### config.mk
export PLATFORM = sky130hd
export DESIGN_NAME = dac7611_scheduler
export DESIGN_NICKNAME = d
export VERILOG_FILES = /design/src/rtl/dac7611_pkg.sv /design/src/rtl/dac7611_scheduler_arbiter.sv /design/src/rtl/dac7611_scheduler.sv
export SDC_FILE = /design/constraint.sdc
export NUM_CORES = 1
export LEC_CHECK = 0
export BUFFER_PORTS_ARGS = -buffer_cell sky130_fd_sc_hd__buf_2
export CORE_MARGIN = 4
export CORE_UTILIZATION = 43
export DETAILED_ROUTE_END_ITERATION = 6
export GPL_TIMING_DRIVEN = 0
export PLACE_DENSITY = 0.69
export RECOVER_POWER = 50
export SYNTH_ARGS = -nofsm -noshare
export SYNTH_HDL_FRONTEND = slang
export SYNTH_SLANG_ARGS = --single-unit
### constraint.sdc
create_clock -name clk_X4 -period 2.3 [get_ports clk_X4]
set_input_delay 0 -clock clk_X4 [delete_from_list [all_inputs] [get_ports clk_X4]]
set_output_delay 0 -clock clk_X4 [all_outputs]
set_load 0.02 [all_outputs]
### src/rtl/dac7611_pkg.sv
// dac7611_pkg
// Shared definitions for the DAC7611 transfer scheduler:
//   - FSM state enum
//   - frame geometry (DAC_BITS, SHIFT_CYC, LOAD_CYC, counter width)
//   - DAC pin bundle type and the pin idle levels
//   - pins_for(): maps a (state, cnt, code) triple onto the four DAC pins
package dac7611_pkg;

  localparam int DAC_BITS  = 12;
  localparam int SHIFT_CYC = 48;   // 12 bits x 4 clk_X4 cycles per DAC clock
  localparam int LOAD_CYC  = 4;
  localparam int CNT_W     = 6;

  typedef enum logic [1:0] {
    ST_IDLE  = 2'd0,
    ST_SHIFT = 2'd1,
    ST_LOAD  = 2'd2,
    ST_GAP   = 2'd3
  } state_e;

  typedef struct packed {
    logic clk;
    logic sdi;
    logic cs_n;
    logic ld_n;
  } dac_pins_t;

  localparam logic IDLE_CLK  = 1'b1;
  localparam logic IDLE_SDI  = 1'b0;
  localparam logic IDLE_CS_N = 1'b1;
  localparam logic IDLE_LD_N = 1'b1;

  localparam dac_pins_t PINS_IDLE = '{clk: IDLE_CLK, sdi: IDLE_SDI,
                                      cs_n: IDLE_CS_N, ld_n: IDLE_LD_N};

  // During SHIFT, cnt[5:2] selects the bit (MSB first) and cnt[1] is the
  // DAC clock, so each bit sits on SDI for two cycles before the rising edge.
  function automatic dac_pins_t pins_for(input state_e             st,
                                         input logic [CNT_W-1:0]   cnt,
                                         input logic [DAC_BITS-1:0] code);
    dac_pins_t p;
    p = PINS_IDLE;
    case (st)
      ST_SHIFT: begin
        p.clk  = cnt[1];
        p.sdi  = code[4'(DAC_BITS-1) - cnt[5:2]];
        p.cs_n = 1'b0;
        p.ld_n = 1'b1;
      end
      ST_LOAD: begin
        p.clk  = 1'b1;
        p.sdi  = 1'b0;
        p.cs_n = 1'b1;
        p.ld_n = 1'b0;
      end
      default: p = PINS_IDLE;
    endcase
    return p;
  endfunction

endpackage

### src/rtl/dac7611_scheduler_arbiter.sv
// dac_rr_arbiter
// Picks one requester out of NUM_REQ (2..4).
// Default build: round-robin, search starts at an internal pointer which
// moves to (winner+1) mod NUM_REQ whenever a grant is taken.
// With DAC_SCHED_FIXED_PRIO_EN defined: fixed priority, lowest index wins.
// Ports:
//   clk_X4, rst_n : clock, async active-low reset (pointer only)
//   req_i         : request vector
//   advance_i     : the current pick is actually being granted this cycle
//   gnt_o         : one-hot pick (zero when no request)
//   idx_o         : index of the pick
//   valid_o       : at least one request present
module dac_rr_arbiter #(
  parameter int NUM_REQ = 2
) (
  input  logic               clk_X4,
  input  logic               rst_n,
  input  logic [NUM_REQ-1:0] req_i,
  input  logic               advance_i,
  output logic [NUM_REQ-1:0] gnt_o,
  output logic [1:0]         idx_o,
  output logic               valid_o
);

`ifdef DAC_SCHED_FIXED_PRIO_EN

  logic unused_fixed;
  assign unused_fixed = ^{clk_X4, rst_n, advance_i};

  always_comb begin
    logic found;
    found = 1'b0;
    idx_o = '0;
    for (int c = 0; c < NUM_REQ; c++) begin
      if (!found && req_i[c]) begin
        found = 1'b1;
        idx_o = 2'(c);
      end
    end
    valid_o = found;
  end

`else

  logic [1:0] ptr_q;

  // Offset k walks away from the pointer; the second term covers wrap-around
  // without needing a modulo.
  always_comb begin
    logic found;
    found = 1'b0;
    idx_o = '0;
    for (int k = 0; k < NUM_REQ; k++) begin
      for (int c = 0; c < NUM_REQ; c++) begin
        if (!found && req_i[c] &&
            ((int'(ptr_q) + k == c) || (int'(ptr_q) + k == c + NUM_REQ))) begin
          found = 1'b1;
          idx_o = 2'(c);
        end
      end
    end
    valid_o = found;
  end

  always_ff @(posedge clk_X4 or negedge rst_n) begin
    if (!rst_n) begin
      ptr_q <= '0;
    end else if (advance_i && valid_o) begin
      ptr_q <= (idx_o == 2'(NUM_REQ-1)) ? 2'd0 : idx_o + 2'd1;
    end
  end

`endif

  always_comb begin
    gnt_o = '0;
    for (int c = 0; c < NUM_REQ; c++) begin
      gnt_o[c] = valid_o && (idx_o == 2'(c));
    end
  end

endmodule

### src/rtl/dac7611_scheduler.sv
// dac7611_scheduler
// Shares one DAC7611 between NUM_REQ requesters. A grant latches the
// requester's 12-bit code, shifts it out MSB first, pulses LD, then waits
// GAP_CYC idle cycles before the next grant is possible.
// Build option: DAC_SCHED_FIXED_PRIO_EN selects fixed-priority arbitration
// (lowest index wins) instead of round-robin.
// Ports:
//   clk_X4     : sole clock, 4x the DAC serial clock
//   rst_n      : async active-low reset
//   enable     : allows new grants (a running transfer always completes)
//   req_valid  : per-requester code pending
//   req_data   : requester i code at [12i+11:12i]
//   req_ready  : one-cycle accept pulse to the granted requester (IDLE only)
//   grant_id   : index of the most recently granted requester
//   busy       : high from the cycle after a grant until back in IDLE
//   done       : one-cycle pulse on the last GAP cycle
//   dac_clk, dac_sdi, dac_cs_n, dac_ld_n : DAC7611 pins
//
// state  | meaning
// IDLE   | pins idle, grant when enable and a request is pending
// SHIFT  | CS low, 48 cycles clocking out 12 bits MSB first
// LOAD   | CS high, LD low for 4 cycles
// GAP    | pins idle for GAP_CYC cycles, done on the last one
module dac7611_scheduler
  import dac7611_pkg::*;
#(
  parameter int NUM_REQ = 2,
  parameter int GAP_CYC = 4
) (
  input  logic                        clk_X4,
  input  logic                        rst_n,
  input  logic                        enable,
  input  logic [NUM_REQ-1:0]          req_valid,
  input  logic [DAC_BITS*NUM_REQ-1:0] req_data,
  output logic [NUM_REQ-1:0]          req_ready,
  output logic [1:0]                  grant_id,
  output logic                        busy,
  output logic                        done,
  output logic                        dac_clk,
  output logic                        dac_sdi,
  output logic                        dac_cs_n,
  output logic                        dac_ld_n
);

  localparam logic [CNT_W-1:0] SHIFT_LAST = CNT_W'(SHIFT_CYC - 1);
  localparam logic [CNT_W-1:0] LOAD_LAST  = CNT_W'(LOAD_CYC - 1);
  localparam logic [CNT_W-1:0] GAP_LAST   = CNT_W'(GAP_CYC - 1);

  state_e                state_q, state_d;
  logic [CNT_W-1:0]      cnt_q, cnt_d;
  logic [DAC_BITS-1:0]   code_q, code_d;
  logic [1:0]            grant_id_q, grant_id_d;
  logic                  busy_q, busy_d;
  logic                  done_q, done_d;
  dac_pins_t             pins_q, pins_d;

  logic [NUM_REQ-1:0]    arb_gnt;
  logic [1:0]            arb_idx;
  logic                  arb_valid;
  logic                  grant_ok;
  logic [DAC_BITS-1:0]   sel_code;

  assign grant_ok = (state_q == ST_IDLE) && enable && arb_valid;

  dac_rr_arbiter #(
    .NUM_REQ (NUM_REQ)
  ) u_arb (
    .clk_X4    (clk_X4),
    .rst_n     (rst_n),
    .req_i     (req_valid),
    .advance_i (grant_ok),
    .gnt_o     (arb_gnt),
    .idx_o     (arb_idx),
    .valid_o   (arb_valid)
  );

  // Combinational so the accept pulse lands in the grant cycle itself,
  // which is the only cycle in which req_valid/req_data are sampled.
  assign req_ready = grant_ok ? arb_gnt : '0;

  always_comb begin
    sel_code = '0;
    for (int c = 0; c < NUM_REQ; c++) begin
      if (arb_idx == 2'(c)) sel_code = req_data[c*DAC_BITS +: DAC_BITS];
    end
  end

  always_comb begin
    state_d    = state_q;
    cnt_d      = cnt_q;
    code_d     = code_q;
    grant_id_d = grant_id_q;
    case (state_q)
      ST_IDLE: begin
        if (grant_ok) begin
          state_d    = ST_SHIFT;
          cnt_d      = '0;
          code_d     = sel_code;
          grant_id_d = arb_idx;
        end
      end
      ST_SHIFT: begin
        if (cnt_q == SHIFT_LAST) begin
          state_d = ST_LOAD;
          cnt_d   = '0;
        end else begin
          cnt_d = cnt_q + 1'b1;
        end
      end
      ST_LOAD: begin
        if (cnt_q == LOAD_LAST) begin
          state_d = ST_GAP;
          cnt_d   = '0;
        end else begin
          cnt_d = cnt_q + 1'b1;
        end
      end
      ST_GAP: begin
        if (cnt_q == GAP_LAST) begin
          state_d = ST_IDLE;
          cnt_d   = '0;
        end else begin
          cnt_d = cnt_q + 1'b1;
        end
      end
      default: begin
        state_d = ST_IDLE;
        cnt_d   = '0;
      end
    endcase
  end

  // Outputs are registered from the next-state values: glitch-free pins
  // with the same cycle alignment as decoding the current state.
  always_comb begin
    pins_d = pins_for(state_d, cnt_d, code_d);
    busy_d = (state_d != ST_IDLE);
    done_d = (state_d == ST_GAP) && (cnt_d == GAP_LAST);
  end

  always_ff @(posedge clk_X4 or negedge rst_n) begin
    if (!rst_n) begin
      state_q    <= ST_IDLE;
      cnt_q      <= '0;
      code_q     <= '0;
      grant_id_q <= '0;
      busy_q     <= 1'b0;
      done_q     <= 1'b0;
      pins_q     <= PINS_IDLE;
    end else begin
      state_q    <= state_d;
      cnt_q      <= cnt_d;
      code_q     <= code_d;
      grant_id_q <= grant_id_d;
      busy_q     <= busy_d;
      done_q     <= done_d;
      pins_q     <= pins_d;
    end
  end

  assign grant_id = grant_id_q;
  assign busy     = busy_q;
  assign done     = done_q;
  assign dac_clk  = pins_q.clk;
  assign dac_sdi  = pins_q.sdi;
  assign dac_cs_n = pins_q.cs_n;
  assign dac_ld_n = pins_q.ld_n;

endmodule

==> out/qor.txt, run 1 <==
First-pass GRT wire length: 5947 µm
Status: complete, no violations
Vias in the first global route: 1361
Final hold vios: 0
Peak VDD IR: 0.5882 mV
Top cell type's share of synthesized area: 38.64%
DP Wirelength: 2569 µm
Post-DRT Antenna Nets: 0
Num rows: 22
Largest net degree at the start of global routing: 29
Period utilisation layout: 95.07%
Clock Path Buffers: 2
Clock sink total: 28
Arrival @ worst endpoint: 2.34 ns
Vert. Die Dim: 69.36 µm
Port Buf Inserts: 37
Die width: 69.36 µm
Worst-path clk slew: 0.09 ns
Num ports: 39
Max Cap Violations: 0
Gr usage total: 14.64%
Global route total overflow: 0
Routed WL per cell: 13.13 µm
Slew Limit Headroom: 3.709%
Most frequent cells in the layout: buf_2 (33), dfrtp_1 (22), nand2_1 (17)
CTS tree: built
Most common cell after layout, fill and taps aside: buf_2
Worst hold slack: 0.02215 ns
Fin. max-slew vios: 0
Core box area: 0.003661 mm²
Die footprint: 0.004811 mm²
Worst hold stages: 3
CP required: 2.46 ns
Crit-path slowest cell: dfrtp_1
Synth unique cells: 41
Vias: 1346
Mapped Area: 0.001619 mm²
Fill count: 355
Syn Area/Cell: 9.753 µm²
Final setup fails: 0
Vias/cell: 5.197
CP endpoint kind: register
Largest stage delay, worst path: 0.42 ns
Iter 0 DRT Violations: 87
Clk_lat worst skew: 0.27 ns
Initial cell density of the core: 44.22%
Initial DRT Pass Iterations: 4
N_diodes: 0
Synth Instances: 166
Final min period: 2.187 ns
Achievable Freq: 457.3 MHz
Total CTS buffers: 3
Reg2reg start: cnt_q[1]$_DFF_PN0_
Max H-tree Level: 1
Layout cell share with drive strength beyond 1: 34.12%
Leak pwr: 0.0009443 µW
Hold Crit Start: req_data[18]
Clock Skew: 0.003228 ns
Fin nets: 249
Total Routed Length: 3400 µm
Seq/Total Area, Yosys: 43.51%
Post-Route Setup TNS: 0 ns
Syn Nets: 203
Critical Path Fanout Max: 5
Slew at the pin closest to its max-slew limit: 1.444 ns
Main area contributors after synthesis: dfrtp_1 (39%), mux2i_1 (6.8%), ha_1 (6.2%), dfstp_2 (4.9%), o21ai_0 (4.0%)
Pwr dens: 1053 mW/mm²
Hold WC Path Type: input pin to register
RSZ-0062 raised after global routing: true
Worst-path cell chain: ha_4, and3_4, a21oi_4, nor2_2, nand2_1, o21ai_0, or2_4, inv_2, ha_1, nand3_1, nor4b_1
GP Congestion: 0.8768
Warnings from Yosys: 0
Critical path type: register to register
Startpoint Class: register
Remaining DRCs: 0
P&R area growth vs syn: 26.12%
R2R cell count: 11
Synth area leader: dfrtp_1
Crit path from: cnt_q[1]$_DFF_PN0_
CTS root buffer: clkbuf_8
#FFs+latches synth: 28
Initial antenna violation count: 0
## path summary, 6_finish.rpt
path / end / slack (ns)
setup / recovery: done$_DFF_PN0_ / 0.11
hold / removal: code_q[6]$_DFF_PN0_ / 0.02
setup reg to reg: done$_DFF_PN0_ / 0.11
hold reg to reg: grant_id[0]$_DFFE_PN0P_ / 0.49
max in group asynchronous: cnt_q[5]$_DFF_PN0_ / 0.75
min in group asynchronous: state_q[1]$_DFF_PN0_ / 0.61
## metrics by stage
step,cell area [µm²],total power [µW],cells,utilization (%),setup WS [ns]
after global placement,1864,1725,251,50.92,-0.2936
final,2042,2150,259,55.78,0.1134
after floorplan,1619,1503,166,-,0.004928
after CTS,1979,2110,259,54.07,0.01712
after global routing,2042,2344,259,55.78,-0.07068
after detailed placement,1864,1748,251,50.92,-0.2870
## cell type report
class                      instances  area, µm²  area share, %
buffer                             4      26.28          1.287
clock buffer                       4      55.05          2.696
inverter                          12      45.04          2.206
multi-input combinational        122      934.6          45.77
sequential                        28      708.2          34.68
tap                               48      60.06          2.941
timing repair buffer              41      212.7          10.42
## per-layer routing
metal	GRT usage, %	up-vias	wire, µm
li1	-	682	-
met1	18.21	629	1527
met2	25.53	27	1687
met4	5.423	0	63
met5	0	-	0
met3	2.174	8	122
## cells by family (layout without fill, tap and decap cells)
family                     after synthesis  in the layout  synth area share, %
AOI/OAI and AO/OA                       44             44                18.62
adders and majority gates                8              8                6.183
buffers and inverters                   16             61                4.405
DFF                                     28             28                43.51
muxes                                   14             14                8.887
other                                    1              1               0.2316
and+or+nand+nor                         55             55                18.16
## registers in the layout (all words and copies together) (netlist names)
register,cells
dac_clk,1
dac_cs_n,1
grant_id,1
code_q,12
cnt_q,6
dac_sdi,1
state_q,2
busy,1
done,1
u_arb.ptr_q,1
dac_ld_n,1
## report_power, final
part           leakage [µW]  internal [µW]  switching, µW
sequential         0.000335            696            116
combinational      0.000581            457            588
clock             0.0000288            153            141
total              0.000944           1310            844
## what timing repair did
item / CTS / global route
resized for setup: 10 / 16
buffers inserted: 3 / 0
endpoints found under the setup margin: 3 / 2
pin swaps: 3 / 1
hold endpoints to repair: 25 / 0
hold buffers: 1 / 0
gates cloned: 0 / 0
## worst max-delay path: cells and delay by family, from the launching register on
family                     cells  cell delay, ns
and+or+nand+nor                6            0.94
DFF                            1            0.42
adders and majority gates      2            0.36
AOI/OAI and AO/OA              2            0.24
buffers and inverters          1            0.11
## synth_stat cells (all sizes together)
cell type and n:
conb 1, a211oi 3, o221a 1, ha 8
mux2i 11, a21oi 10, o31ai 1, and2 2
buf 2, nand2b 2, o21ai 15, or2 1
inv 12, a21o 1, o41ai 1, nor2 8
a21boi 1, a31oi 4, or4b 1, clkbuf 2
a311oi 1, nor2b 3, nand2 18, a211o 1
o21a 2, nand3 5, mux2 3, nand3b 5
nor3 6, dfrtp 25, o2bb2a 1, and3 2
nor4b 1, nor3b 1, o211ai 2, dfstp 3
Note: power is estimated with default switching activity, not from simulation.
==> run 2, diff against run 1 <==
--- a/config.mk
+++ b/config.mk
@@ -10,7 +10,7 @@
 export CORE_UTILIZATION = 43
 export DETAILED_ROUTE_END_ITERATION = 6
 export GPL_TIMING_DRIVEN = 0
-export PLACE_DENSITY = 0.69
+export PLACE_DENSITY = 0.66
 export RECOVER_POWER = 50
 export SYNTH_ARGS = -nofsm -noshare
 export SYNTH_HDL_FRONTEND = slang
==> constraint.sdc (replaced) <==
create_clock -name clk_X4 -period 2.7 [get_ports clk_X4]
set_input_delay 0 -clock clk_X4 [delete_from_list [all_inputs] [get_ports clk_X4]]
set_output_delay 0 -clock clk_X4 [all_outputs]
set_load 0.02 [all_outputs]
==> out/qor.txt, run 2 (synthesis gave the netlist of run 1 again) <==
Status: complete, no violations
Remaining DRCs: 0 (unchanged)
Clock sink total: 28 (unchanged)
DP Wirelength: 2807 µm (+9.3%)
Fin nets: 246 (-1.2%)
Critical path type: register to register
Largest Register: code_q
Max Cap Violations: 0 (unchanged)
Iter 0 DRT Violations: 33 (-62%)
Post-DRT Antenna Nets: 0 (unchanged)
Largest net degree at the start of global routing: 29 (unchanged)
Most common cell after layout, fill and taps aside: buf_2
Die footprint: 0.004811 mm² (unchanged)
Die width: 69.36 µm (unchanged)
Largest stage delay, worst path: 0.42 ns (about the same)
Layout cell share with drive strength beyond 1: 27.40% (-6.7 points)
RSZ-0062 raised after global routing: false
CTS root buffer: clkbuf_8
Reg area: 704.4 µm² (-0.53%)
Worst hold slack: 0.01973 ns (-0.002422 ns)
Gr usage total: 16.01% (+1.4 points)
Vias: 1377 (+2.3%)
CP required: 2.86 ns (+0.40 ns)
Startpoint Class: register
Initial antenna violation count: 0 (unchanged)
Initial DRT Pass Iterations: 4 (unchanged)
First-pass GRT wire length: 6306 µm (+6.0%)
Most used cell, CP: nand2_1
Core Util, Final: 53.14% (-2.6 points)
Final hold vios: 0 (unchanged)
Achievable Freq: 393.9 MHz (-14%)
Total Routed Length: 3712 µm (+9.2%)
Pwr dens: 914.4 mW/mm² (-13%)
Worst-path clk slew: 0.09 ns (about the same)
Placed cell areas: 0.001864 mm² (unchanged)
Slew at the pin closest to its max-slew limit: 1.474 ns (+0.02943 ns)
Num ports: 39 (unchanged)
Final Instance Area: 0.001946 mm² (-4.7%)
Num rows: 22 (unchanged)
CP endpoint kind: register
Fill count: 342 (-3.7%)
Area of the multi-input gates: 865.8 µm² (-7.4%)
Vias/cell: 5.379 (+3.5%)
Period utilisation layout: 94.02% (-1.1 points)
Hold Crit Start: req_data[2]
N_diodes: 0 (unchanged)
Leak pwr: 0.0009207 µW (-2.5%)
Fin. max-slew vios: 0 (unchanged)
Port Buf Inserts: 37 (unchanged)
CTS tree: built
Biggest regs: code_q: 12 flops, cnt_q: 6 flops, state_q: 2 flops
Reg2reg start: cnt_q[0]$_DFF_PN0_
Post-Route Setup TNS: 0 ns (unchanged)
Peak VDD IR: 0.4219 mV (-28%)
Vias in the first global route: 1421 (+4.4%)
Worst-path cell chain: ha_2, and3_1, a21oi_2, nor2_1, nand2_1, o21ai_0, or2_2, inv_1, ha_1, nand2_1, o41ai_2
Pwr Total: 1779 µW (-17%)
Clock Skew: 0.002648 ns (-0.0005804 ns)
Vert. Die Dim: 69.36 µm (unchanged)
Final min period: 2.538 ns (+0.3519 ns)
Clock Path Buffers: 2 (unchanged)
Initial cell density of the core: 44.22% (unchanged)
Max reg flops: 12 (unchanged)
Clk_lat worst skew: 0.27 ns (about the same)
Final setup fails: 0 (unchanged)
Critical Path Fanout Max: 5 (unchanged)
Max H-tree Level: 1 (unchanged)
Slew Limit Headroom: 1.748% (-2.0 points)
P&R area growth vs syn: 20.17%
Most frequent cells in the layout: buf_2 (32), dfrtp_1 (25), nand2_1 (17)
Core box area: 0.003661 mm² (unchanged)
Crit-path slowest cell: dfrtp_1
Arrival @ worst endpoint: 2.70 ns (+0.36 ns)
Crit path from: cnt_q[0]$_DFF_PN0_
Global route total overflow: 0 (unchanged)
GP Congestion: 0.8759 (-0.10%)
Routed WL per cell: 14.50 µm (+10%)
Hold WC Path Type: input pin to register
Total CTS buffers: 3 (unchanged)
==> run 2: metrics by stage <==
stage                     setup slack [ns]  cells
after detailed placement           0.06733    251
after global placement              0.1233    251
final                               0.1615    256
after floorplan                     0.4049    166
after global routing               0.03290    256
after CTS                          0.04565    256
==> run 2: final timing paths <==
path                                      endpoint  slack [ns]  cells past startpoint
min                            code_q[2]$_DFF_PN0_        0.02                      3
max in group asynchronous      code_q[7]$_DFF_PN0_        1.24                      2
max reg2reg                      dac_sdi$_DFF_PN0_        0.16                     11
min in group asynchronous           busy$_DFF_PN0_        0.61                      2
max                              dac_sdi$_DFF_PN0_        0.16                     11
min reg2reg                grant_id[0]$_DFFE_PN0P_        0.50                      1
==> run 2: cell type report <==
type	count	share of cell area [%]
Clock buffer	4	2.830
Multi-Input combinational cell	122	44.50
Inverter	12	2.315
Timing Repair Buffer	38	9.711
Buffer	4	1.350
Sequential cell	28	36.21
Tap cell	48	3.087
==> run 2: critical path, delay by kind of cell, from the launching register on <==
family | cells | cell delay (ns)
simple gates | 5 | 0.85
compound gates | 3 | 0.59
fa+ha+maj | 2 | 0.44
flops | 1 | 0.42
buf+inv | 1 | 0.13
==> run 2: what timing repair did <==
action | 4_1_cts | 5_1_grt
setup buffers | 0 | 0
endpoints found under the hold margin | 25 | 0
gates resized for setup | 0 | 6
hold buffers | 1 | 0
endpoints found under the setup margin | 0 | 2
==> run 2: report_power, final <==
group	internal (µW)	switching, µW
sequential	592	94.7
clock	131	129
combinational	335	498
total	1060	722
==> run 2: layer usage <==
metal	global-route usage, %	wire [µm]	vias up
met5	0	0	-
met4	8.026	123	0
met3	1.594	135	13
met2	28.07	1911	41
met1	19.38	1542	649
li1	-	-	674
==> run 3, diff against run 2 <==
--- a/config.mk
+++ b/config.mk
@@ -14,4 +14,5 @@
 export RECOVER_POWER = 50
 export SYNTH_ARGS = -nofsm -noshare
 export SYNTH_HDL_FRONTEND = slang
+export SYNTH_HIERARCHICAL = 1
 export SYNTH_SLANG_ARGS = --single-unit
==> out/qor.txt, run 3 <==
Max reg flops: 12 (unchanged)
Sw Share: 37.66% (-2.9 points)
Global route total overflow: 0 (unchanged)
CP required: 2.86 ns (about the same)
Startpoint Class: register
Layout cell share with drive strength beyond 1: 34.47% (+7.1 points)
CTS tree: built
Syn Area/Cell: 10.02 µm² (+2.7%)
Peak VDD IR: 0.5394 mV (+28%)
Commonest cells in the synthesized netlist: nand2_1 (27), dfrtp_1 (26), inv_1 (21)
R2R Setup Slk: -0.04 ns (-0.20 ns)
R2R cell count: 10 (-1)
Fin. max-slew vios: 30 (+30)
Critical Path Fanout Max: 4 (-1)
Clock Path Buffers: 2 (unchanged)
Clk pwr share: 19.7% (+5.1 points)
Final hold vios: 0 (unchanged)
Gr usage total: 15.96% (-0.050 points)
Main area contributors after synthesis: dfrtp_1 (36%), mux2i_1 (6.7%), nand2_1 (5.7%), ha_1 (5.6%), dfstp_2 (4.4%)
Synth area leader: dfrtp_1
Pwr dens: 1019 mW/mm² (+11%)
Synth Flop Type: dfrtp_1
Final min period: 2.743 ns (+0.2042 ns)
Post-Place Setup Slack: -0.2224 ns (-0.2897 ns)
Status: finished, violations left
Synth unique cells: 52 (+27%)
Die width: 72.39 µm (+4.4%)
Initial DRT Pass Iterations: 4 (unchanged)
Gate power share: 50.4% (+3.6 points)
Initial antenna violation count: 0 (unchanged)
Crit path from: cnt_q[1]$_DFF_PN0_
Largest stage delay, worst path: 0.50 ns (+0.08 ns)
Warnings from Yosys: 6 (+6)
Synth Instances: 178 (+7.2%)
Port Buf Inserts: 38 (+2.7%)
Clk_lat worst skew: 0.28 ns (about the same)
Most common cell in the netlist: nand2_1
Largest Register: code_q
Clock sink total: 29 (+3.6%)
First-pass GRT wire length: 6472 µm (+2.6%)
Worst-path cell chain: ha_4, and3_4, a21oi_2, a21oi_2, or4_4, and2_4, ha_4, or4b_1, o22a_1, o41ai_2
Total CTS buffers: 5 (+2)
Final non-filler cell total: 285 (+11%)
Vert. Die Dim: 72.39 µm (+4.4%)
Vias/cell: 5.235 (-2.7%)
Crit-path slowest cell: or4b_1
Total Routed Length: 3953 µm (+6.5%)
Vias in the first global route: 1461 (+2.8%)
GP Congestion: 0.8149 (-7.0%)
Max H-tree Level: 2 (+1)
PnR worst setup slack: -0.04263 ns (-0.2042 ns)
#FFs+latches synth: 29 (+3.6%)
Routed WL per cell: 13.87 µm (-4.3%)
Slew at the pin closest to its max-slew limit: 1.590 ns (+0.1162 ns)
Die footprint: 0.005240 mm² (+8.9%)
Crit path to: dac_sdi$_DFF_PN0_
Core box area: 0.004000 mm² (+9.3%)
Remaining DRCs: 0 (unchanged)
Sw Pwr: 886.1 µW (+23%)
Final setup fails: 1 (+1)
Leak pwr: 0.001162 µW (+26%)
Hold WC Path Type: input pin to register
Num rows: 23 (+4.5%)
Failing checks: capacitance limit, slew limit, setup timing
Worst-path clk slew: 0.06 ns (-0.03 ns)
Initial cell density of the core: 44.57% (+0.35 points)
Seq/Total Area, Yosys: 40.91% (-2.6 points)
Reg2reg start: cnt_q[1]$_DFF_PN0_
Vias: 1492 (+8.4%)
Worst hold slack: 0.04546 ns (+0.02572 ns)
Syn Nets: 215 (+5.9%)
Post-DRT Antenna Nets: 0 (unchanged)
Period utilisation layout: 101.6% (+7.6 points)
Biggest regs: code_q: 12 flops, cnt_q: 6 flops
Fin nets: 271 (+10%)
Mapped Area: 0.001783 mm² (+10%)
DP Cell Count: 266 (+6.0%)
Top cell type's share of synthesized area: 36.49% (-2.1 points)
Internal Power: 1467 µW (+39%)
Achievable Freq: 364.6 MHz (-7.4%)
DP Wirelength: 2684 µm (-4.4%)
CP endpoint kind: register
CTS root buffer: clkbuf_8
RSZ-0062 raised after global routing: true
Most common cell after layout, fill and taps aside: buf_2
N_diodes: 0 (unchanged)
Largest net degree at the start of global routing: 30 (+3.4%)
Most frequent cells in the layout: buf_2 (35), nand2_1 (27), dfrtp_1 (26)
Slew Limit Headroom: -5.999% (-7.7 points)
Iter 0 DRT Violations: 48 (+45%)
Arrival @ worst endpoint: 2.91 ns (+0.21 ns)
Seq pwr share: 29.9% (-8.7 points)
Max Cap Violations: 1 (+1)
R2R Path End: dac_sdi$_DFF_PN0_
P&R area growth vs syn: 29.54%
Ys async rst share: 100.0% (unchanged)
Post-synth EDFFs: 0 (unchanged)
Num ports: 39 (unchanged)
Clock Skew: 0.003496 ns (+0.0008483 ns)
Critical path type: register to register
-- run 3: cell types whose count changed in the layout (fill, tap and decap cells not counted), moves of 4 or more --
cell      delta
a21oi_1      -6
buf_4        +9
inv_1        +9
nand2_1     +10
nand3_1      -4
nand3b_1     -4
nor3_1       -5
o21ai_0     -12
o31a_1       +8
-- run 3: power groups by stage --
stage | clock network (µW) | registers (µW) | logic, µW
floorplan | 0 | 719 | 731
global placement | 0 | 700 | 982
detailed placement | 0 | 702 | 995
CTS | 471 | 689 | 1140
global route | 490 | 722 | 1310
finish | 464 | 704 | 1190
-- run 3: layout make-up --
class                      instances  area, µm²
clock buffer                       7      86.33
timing repair buffer              49      270.3
sequential                        29      729.5
tap                               50      62.56
clock inverter                     1      30.03
buffer                             9      67.56
fill                             358       1690
multi-input combinational        118      980.9
inverter                          22      82.58
-- run 3: cell families after synthesis --
kind of cell / Yosys count / synth area share [%]
buf+inv: 31 / 8.421
flops: 29 / 40.91
xor+xnor: 1 / 0.4913
simple gates: 55 / 17.05
mux: 15 / 9.895
compound gates: 38 / 17.40
other cells: 1 / 0.2103
fa+ha+maj: 8 / 5.614
-- run 3: timing repair --
action | 4_1_cts | 5_1_grt
buffers inserted | 7 | 2
pin swaps | 6 | 8
setup endpoints to repair | 1 | 1
resized for setup | 6 | 5
hold endpoints to repair | 27 | 0
hold buffers | 2 | 0
-- run 3: metal layers --
| metal | part of all wire [%] | wire length, µm | vias up | GRT usage [%] |
|---|---|---|---|---|
| li1 | - | - | 733 | - |
| met1 | 46 | 1818 | 720 | 20.21 |
| met2 | 48 | 1896 | 32 | 26.49 |
| met3 | 4.5 | 177 | 7 | 3.601 |
| met4 | 1.5 | 61 | 0 | 6.148 |
| met5 | 0 | 0 | - | 0 |
-- run 3: worst min-delay path by stage --
stage	startpoint	endpoint	slack, ns	cells after the start
after global placement	rst_n	busy$_DFF_PN0_	0.07	1
after detailed placement	rst_n	busy$_DFF_PN0_	0.07	1
final	req_valid[0]	u_arb/ptr_q[0]$_DFFE_PN0P_	0.05	3
after floorplan	rst_n	busy$_DFF_PN0_	-0.30	0
after CTS	req_valid[0]	u_arb/ptr_q[0]$_DFFE_PN0P_	0.04	3
after global routing	req_valid[0]	u_arb/ptr_q[0]$_DFFE_PN0P_	0.05	3
-- run 3: critical path: cells and delay by family (launching register included) --
kind	cells	cell delay (ns)
and+or+nand+nor	4	1.33
AOI/OAI and AO/OA	4	0.49
DFF	1	0.41
adders and majority gates	2	0.40
-- run 3: per-stage QoR --
stage	setup TNS, ns	power, µW	cell area (µm²)	util (%)
global route	-0.1321	2527	2310	57.74
detailed placement	-0.2224	1697	2048	51.20
global placement	-0.2383	1682	2048	51.20
floorplan	0	1450	1795	-
CTS	-0.06624	2297	2273	56.83
finish	-0.04263	2353	2310	57.74
